--- config.mk ---
export PLATFORM = sky130hd
export DESIGN_NAME = my_pipe_chain
export DESIGN_NICKNAME = d
export VERILOG_FILES = /design/src/rtl/my_pipe_chain.sv
export SDC_FILE = /design/constraint.sdc
export NUM_CORES = 1
export LEC_CHECK = 0
export BUFFER_PORTS_ARGS = -buffer_cell sky130_fd_sc_hd__buf_2
export CELL_PAD_IN_SITES_DETAIL_PLACEMENT = 1
export CELL_PAD_IN_SITES_GLOBAL_PLACEMENT = 1
export CORE_MARGIN = 5
export CORE_UTILIZATION = 45
export DETAILED_ROUTE_END_ITERATION = 12
export PLACE_DENSITY_LB_ADDON = 0.05
export SYNTH_ARGS = -nofsm -noshare
export SYNTH_HDL_FRONTEND = slang
export SYNTH_SLANG_ARGS = --single-unit
--- constraint.sdc ---
create_clock -name clk -period 3.05 [get_ports clk]
set_clock_uncertainty 0.2 [all_clocks]
set_input_delay 0.305 -clock clk [delete_from_list [all_inputs] [get_ports clk]]
set_output_delay 0.305 -clock clk [all_outputs]
set_load 0.01 [all_outputs]
--- src/rtl/my_pipe_chain.sv ---
// DEPTH-stage valid/ready register pipeline; stage 0 applies a MODE-selected bitwise
// transform, later stages carry data unchanged. Supports backpressure, flush and occupancy.
module my_pipe_chain #(
    parameter int unsigned WIDTH = 8,
    parameter int unsigned DEPTH = 4,
    parameter int unsigned MODE  = 0
) (
    input  logic                         clk,
    input  logic                         rst_n,
    input  logic                         in_valid,
    output logic                         in_ready,
    input  logic [WIDTH-1:0]             in_data,
    input  logic                         flush,
    output logic                         out_valid,
    input  logic                         out_ready,
    output logic [WIDTH-1:0]             out_data,
    output logic [$clog2(DEPTH+1)-1:0]   occupancy
);

    localparam int unsigned OCC_W = $clog2(DEPTH + 1);

    logic [DEPTH-1:0] v;
    logic [WIDTH-1:0] d [DEPTH];
    logic [DEPTH-1:0] rdy;

    function automatic logic [WIDTH-1:0] stage0_op(input logic [WIDTH-1:0] x);
        case (MODE)
            1:       return ~x;
            2:       return x ^ (x >> 1);
            default: return x;
        endcase
    endfunction

    // Readiness ripples from the output back: a stage can load if any stage at or
    // beyond it is empty, or the downstream is taking the last word.
    always_comb begin : ready_chain
        logic acc;
        rdy = '0;
        acc = out_ready;
        for (int unsigned k = 0; k < DEPTH; k++) begin
            acc = acc | ~v[DEPTH-1-k];
            rdy[DEPTH-1-k] = acc;
        end
    end

    assign in_ready = rdy[0] & ~flush & rst_n;

    always_ff @(posedge clk or negedge rst_n) begin
        if (!rst_n) begin
            v <= '0;
            for (int unsigned i = 0; i < DEPTH; i++) begin
                d[i] <= '0;
            end
        end else if (flush) begin
            v <= '0;
        end else begin
            if (rdy[0]) begin
                v[0] <= in_valid;
                if (in_valid) begin
                    d[0] <= stage0_op(in_data);
                end
            end
            for (int unsigned i = 1; i < DEPTH; i++) begin
                if (rdy[i]) begin
                    v[i] <= v[i-1];
                    d[i] <= d[i-1];
                end
            end
        end
    end

    always_comb begin
        occupancy = '0;
        for (int unsigned i = 0; i < DEPTH; i++) begin
            occupancy = occupancy + OCC_W'(v[i]);
        end
    end

    assign out_valid = v[DEPTH-1];
    assign out_data  = d[DEPTH-1];

endmodule
==> flow_metrics.tcl, run 1 <==
set metrics [dict create \
    cts_tree "yes" \
    port_buffers 25 \
    timing.setup.tns_ns 0 \
    grt_overflow 0 \
    path_class "flip-flop to primary output" \
    fin_util_pct 53.4 \
    ios 26 \
    wire_per_inst_um 13.2 \
    grt_use_total_pct 11.7 \
    core_um2 3310 \
    path_max_fanout 6 \
    cellPowerDensity_nw_per_um2 592 \
    fin_nets 149 \
    grt_setup_unrepaired "no" \
    critPathLaunch "v[1]" \
    ys_ff_latch 36 \
    ctsResizeCount 0 \
    grt_pass1_vias 868 \
    cellLeakagePower_nw 0.860 \
    path_clk_slew_ns 0.10 \
    hold_viol 0 \
    wirelength_mm 2.36 \
    ys_top_cells_by_count "dfrtp_1 (36), mux2_2 (24), buf_4 (8), mux2_4 (8), inv_1 (6)" \
    drc 0 \
    post-route-min-period_ns 2.46 \
    max-slew-margin-rel_pct 62.1 \
    place_congestion 0.680 \
    route.met2.wl_mm 1.06 \
    drtPass1Iterations 4 \
    cp.arrival_ns 1.96 \
    yosys-top-cells-area "dfrtp_1 (59%), mux2_2 (18%), mux2_4 (7.8%)" \
    synth_cell_type_count 17 \
    drive_gt1_share_pct 51.1 \
    reg2regPathDepth 3 \
    ys_async_sr_fraction_pct 100 \
    grt_pass1_wl_mm 3.87 \
    period_share_pct 80.7 \
    vias 854 \
    die_h_um 68.5 \
    wl_met1_mm 1.11 \
    cts_buffers 5 \
    synthCells 103 \
    top_layer "met4" \
    antennaDiodeCount 0 \
    nFillCells 348 \
    min_to "d[28]" \
    r2r_setup_slack_ns 1.11 \
    power_mw 1.05 \
    outcome "finished, final reports clean" \
    synth.avg_cell_area_um2 14.9 \
    grt_max_degree 37 \
    cts_setup_buffers 0 \
    cts_max_path_buffers 2 \
    avgViaCountPerCell 4.77 \
    maxSlewViolCount 0 \
    synth_top_cell_area_share_pct 58.6 \
    worst_hold_slack_ns 0.0229 \
    root_buffer "clkbuf_4" \
    synth_edf_count 0 \
    wl_met3_um 140 \
    worstSkewPairLatency_ns 0.32 \
    die_x_um 68.5 \
    worst-endpoint-required_ns 2.54 \
    setup_viol 0 \
    antenna_left 0 \
    htreeDepth 2 \
    max-cap-violations 0 \
    start_kind "flip-flop" \
    min_from "in_data[4]" \
    vdd_drop_max_uv 294 \
    initial_utilization_pct 46.4 \
    antenna_found_initial 0 \
    clock-sinks 36 \
    crit_path_end_kind "primary output" \
    drtIter0Drc 10 \
    holdCritPathClass "input pin to flip-flop" \
    ys_seq_area_share_pct 58.6 \
    syn2layout_area_growth_pct 14.9 \
    worst_hold_path.num_cells 2 \
    r2r-start "v[3]" \
    syn_nets 119 \
    hold_buffers 5 \
    ys_warn_count 0 \
    yosysMostFrequentCell "dfrtp_1" \
    worst_pin_slew_ns 0.568 \
    syn_area_um2 1540 \
    dieArea_um2 4690 \
    hpwl_mm 1.77 \
    reg2reg_to "d[25]" \
    rows 21 \
    synth-main-ff-cell "dfrtp_1" \
    synth_top_cell_by_area "dfrtp_1" \
    fmax_mhz 406 \
]
[layer usage]
layer | vias up | GRT usage (%)
li1 | 406 | -
met1 | 415 | 14.4
met2 | 27 | 17.6
met3 | 6 | 3.94
met4 | 0 | 6.70
met5 | - | 0
[cell type report]
cell class                 instances  area [µm²]  share of cell area [%]
timing repair buffer              34         213                    12.0
multi-input combinational         50         527                    29.8
clock buffer                       6        41.3                    2.34
inverter                           6        22.5                    1.27
tap                               46        57.6                    3.26
sequential                        36         901                    51.0
clock inverter                     1        5.00                   0.283
[kinds of logic (layout without fill, tap and decap cells)]
kind of cell / Yosys count / count (layout) / synth area share (%)
multiplexers: 32 / 32 / 25.4
AO/OA/AOI/OAI: 4 / 4 / 1.87
flip-flops: 36 / 36 / 58.6
adder cells (fa/ha/maj): 3 / 3 / 2.93
buffers and inverters: 17 / 47 / 7.16
AND/OR/NAND/NOR: 11 / 11 / 4.07
[where the power goes]
group          internal [mW]  switching (mW)
registers              0.573          0.0502
clock network         0.0849           0.136
logic                  0.124          0.0778
[state kept, by name, summed over array words and instances (netlist names)]
register / flops
out_data: 8
d: 24
v: 4
[worst max-delay path: stages, from the launching register on]
cell and delay, ns:
dfrtp_1 0.45, inv_1 0.08, fa_1 0.48, inv_1 0.04, ha_1 0.17, ha_1 0.27, buf_2 0.14
[placed cells by master, fill, tap and decap left out, drive strengths merged, types with 2 or more instances in the layout]
master       synthesis  layout
a21oi                3       3
and3b                2       2
buf                 11      26
clkbuf               0       6
dfrtp               36      36
dlygate4sd3          0       8
ha                   2       2
inv                  6       6
mux2                32      32
nor2                 7       7
[worst max-delay path by stage]
stage                    to  slack (ns)  cells after the start
3_3_place_gp   occupancy[1]        0.99                      6
3_5_place_dp   occupancy[1]        0.95                      6
2_1_floorplan  occupancy[1]        1.05                      5
5_1_grt        occupancy[1]        0.50                      6
4_1_cts        occupancy[1]        0.57                      6
6_report       occupancy[1]        0.59                      6
[per-stage QoR]
step / std cells / setup slack (ns) / area, µm²
finish: 179 / 0.587 / 1770
global route: 179 / 0.496 / 1770
CTS: 176 / 0.572 / 1740
detailed placement: 164 / 0.951 / 1640
global placement: 164 / 0.990 / 1640
floorplan: 103 / 1.05 / 1540
Note: power is estimated with default switching activity, not from simulation.
==> inputs of run 2 (changes only) <==
==> constraint.sdc (replaced) <==
create_clock -name clk -period 2.58 [get_ports clk]
set_clock_uncertainty 0.2 [all_clocks]
set_input_delay 0.258 -clock clk [delete_from_list [all_inputs] [get_ports clk]]
set_output_delay 0.258 -clock clk [all_outputs]
set_load 0.01 [all_outputs]
==> flow_metrics.tcl, run 2 (synthesized netlist as in run 1, its figures left out) <==
set metrics [dict create \
    outcome "finished, final reports clean" \
    cp.arrival_ns 1.96 \
    drtIter0Drc 12 \
    ios 26 \
    post-route-min-period_ns 2.41 \
    max-slew-margin-rel_pct 62.6 \
    critPathLaunch "v[1]" \
    dieArea_um2 4690 \
    r2r-start "v[2]" \
    initial_utilization_pct 46.4 \
    drive_gt1_share_pct 50.7 \
    setup_viol 0 \
    syn2layout_area_growth_pct 18.1 \
    rows 21 \
    wirelength_mm 2.51 \
    critPathSlowestCell "fa_1" \
    power_mw 1.36 \
    crit_path_end_kind "primary output" \
    worst-endpoint-required_ns 2.12 \
    path_clk_slew_ns 0.10 \
    avgViaCountPerCell 4.69 \
    grt_pass1_vias 914 \
    cts_tree "yes" \
    postLayoutSetupSlackWorst_ns 0.165 \
    maxSlewViolCount 0 \
    period_share_pct 93.6 \
    fin_nets 151 \
    holdCritPathClass "input pin to flip-flop" \
    final_cell_mix "dfrtp_1 (36), buf_2 (25), mux2_2 (24)" \
    hold_buffers 10 \
    wire_per_inst_um 13.8 \
    cpLargestDelayFamily "adder cells" \
    hpwl_mm 1.79 \
    path_class "flip-flop to primary output" \
    final_common_cell "dfrtp_1" \
    grt_overflow 0 \
    antenna_left 0 \
    root_buffer "clkbuf_4" \
    cts_setup_buffers 0 \
    cellPowerDensity_nw_per_um2 747 \
    path_max_fanout 6 \
    ctsResizeCount 0 \
    largest_register_ffs 24 \
    min_from "flush" \
    vdd_drop_max_uv 411 \
    die_x_um 68.5 \
    cellLeakagePower_nw 0.883 \
    grt_max_degree 37 \
    grt_use_total_pct 12.6 \
    vias 853 \
    dp_cells 164 \
    cts_buffers 5 \
    timing.setup.tns_ns 0 \
    path_cells "inv_1 > fa_1 > inv_1 > ha_1 > ha_1 > buf_2" \
    port_buffers 25 \
    drc 0 \
    hold_viol 0 \
    antenna_found_initial 0 \
    die_h_um 68.5 \
    start_kind "flip-flop" \
    finalNonFillerCells 182 \
    clock-sinks 36 \
    fmax_mhz 414 \
    worst_pin_slew_ns 0.561 \
    drtPass1Iterations 2 \
    antennaDiodeCount 0 \
    htreeDepth 2 \
    crit_buf_inv 3 \
    max-cap-violations 0 \
    cts_max_path_buffers 2 \
    place_congestion 0.682 \
    core_um2 3310 \
    max_stage_delay_ns 0.48 \
    grt_setup_unrepaired "no" \
    worstSkewPairLatency_ns 0.33 \
    place_ws_ns 0.529 \
    grt_pass1_wl_mm 4.28 \
    top_register "d" \
]
==> run 2: cell count changes in the layout (fill, tap and decap cells not counted), sizes merged <==
cell and delta:
bufinv +1, dlygate4sd3 +2
==> run 2: through the flow <==
step	util [%]	area [µm²]	hold WS, ns
floorplan	-	1540	-0.238
global route	54.9	1820	0.0227
CTS	54.9	1820	0.00380
global placement	49.5	1640	0.148
finish	54.9	1820	0.0253
detailed placement	49.5	1640	0.157
==> run 2: cell type report <==
cell class,instances,area (µm²)
well taps,46,57.6
clock inverters,2,35.0
flip-flops and latches,36,901
repair buffers,36,233
inverters,6,22.5
multi-input cells,50,527
clock buffers,6,41.3
fillers,341,1490
==> run 2: report_power, final <==
part           total [mW]  switching, mW  internal, mW
clock               0.379          0.176         0.203
sequential          0.736         0.0595         0.677
combinational       0.242         0.0932         0.149
==> run 2: path summary, 6_finish.rpt <==
check | to | slack, ns | depth (start not counted)
setup / recovery | occupancy[1] | 0.17 | 6
hold reg to reg | out_data[1] | 0.31 | 1
min in group asynchronous | v[2] | 0.34 | 3
hold / removal | v[2] | 0.03 | 2
max in group asynchronous | d[24] | 1.53 | 3
setup reg to reg | d[24] | 0.64 | 3
==> run 2: worst reg2reg max path: cells and delay by family, from the launching register on <==
family          cells  cell delay, ns
mux                 1            0.35
simple gates        1            0.33
compound gates      1            0.58
flops               1            0.38
==> run 2: metal layers <==
layer / vias to the layer above / part of all wire (%) / track usage [%]
li1: 404 / - / -
met1: 416 / 45 / 15.2
met2: 26 / 46 / 19.9
met3: 7 / 6.9 / 4.11
met4: 0 / 1.9 / 6.70
met5: - / 0 / 0
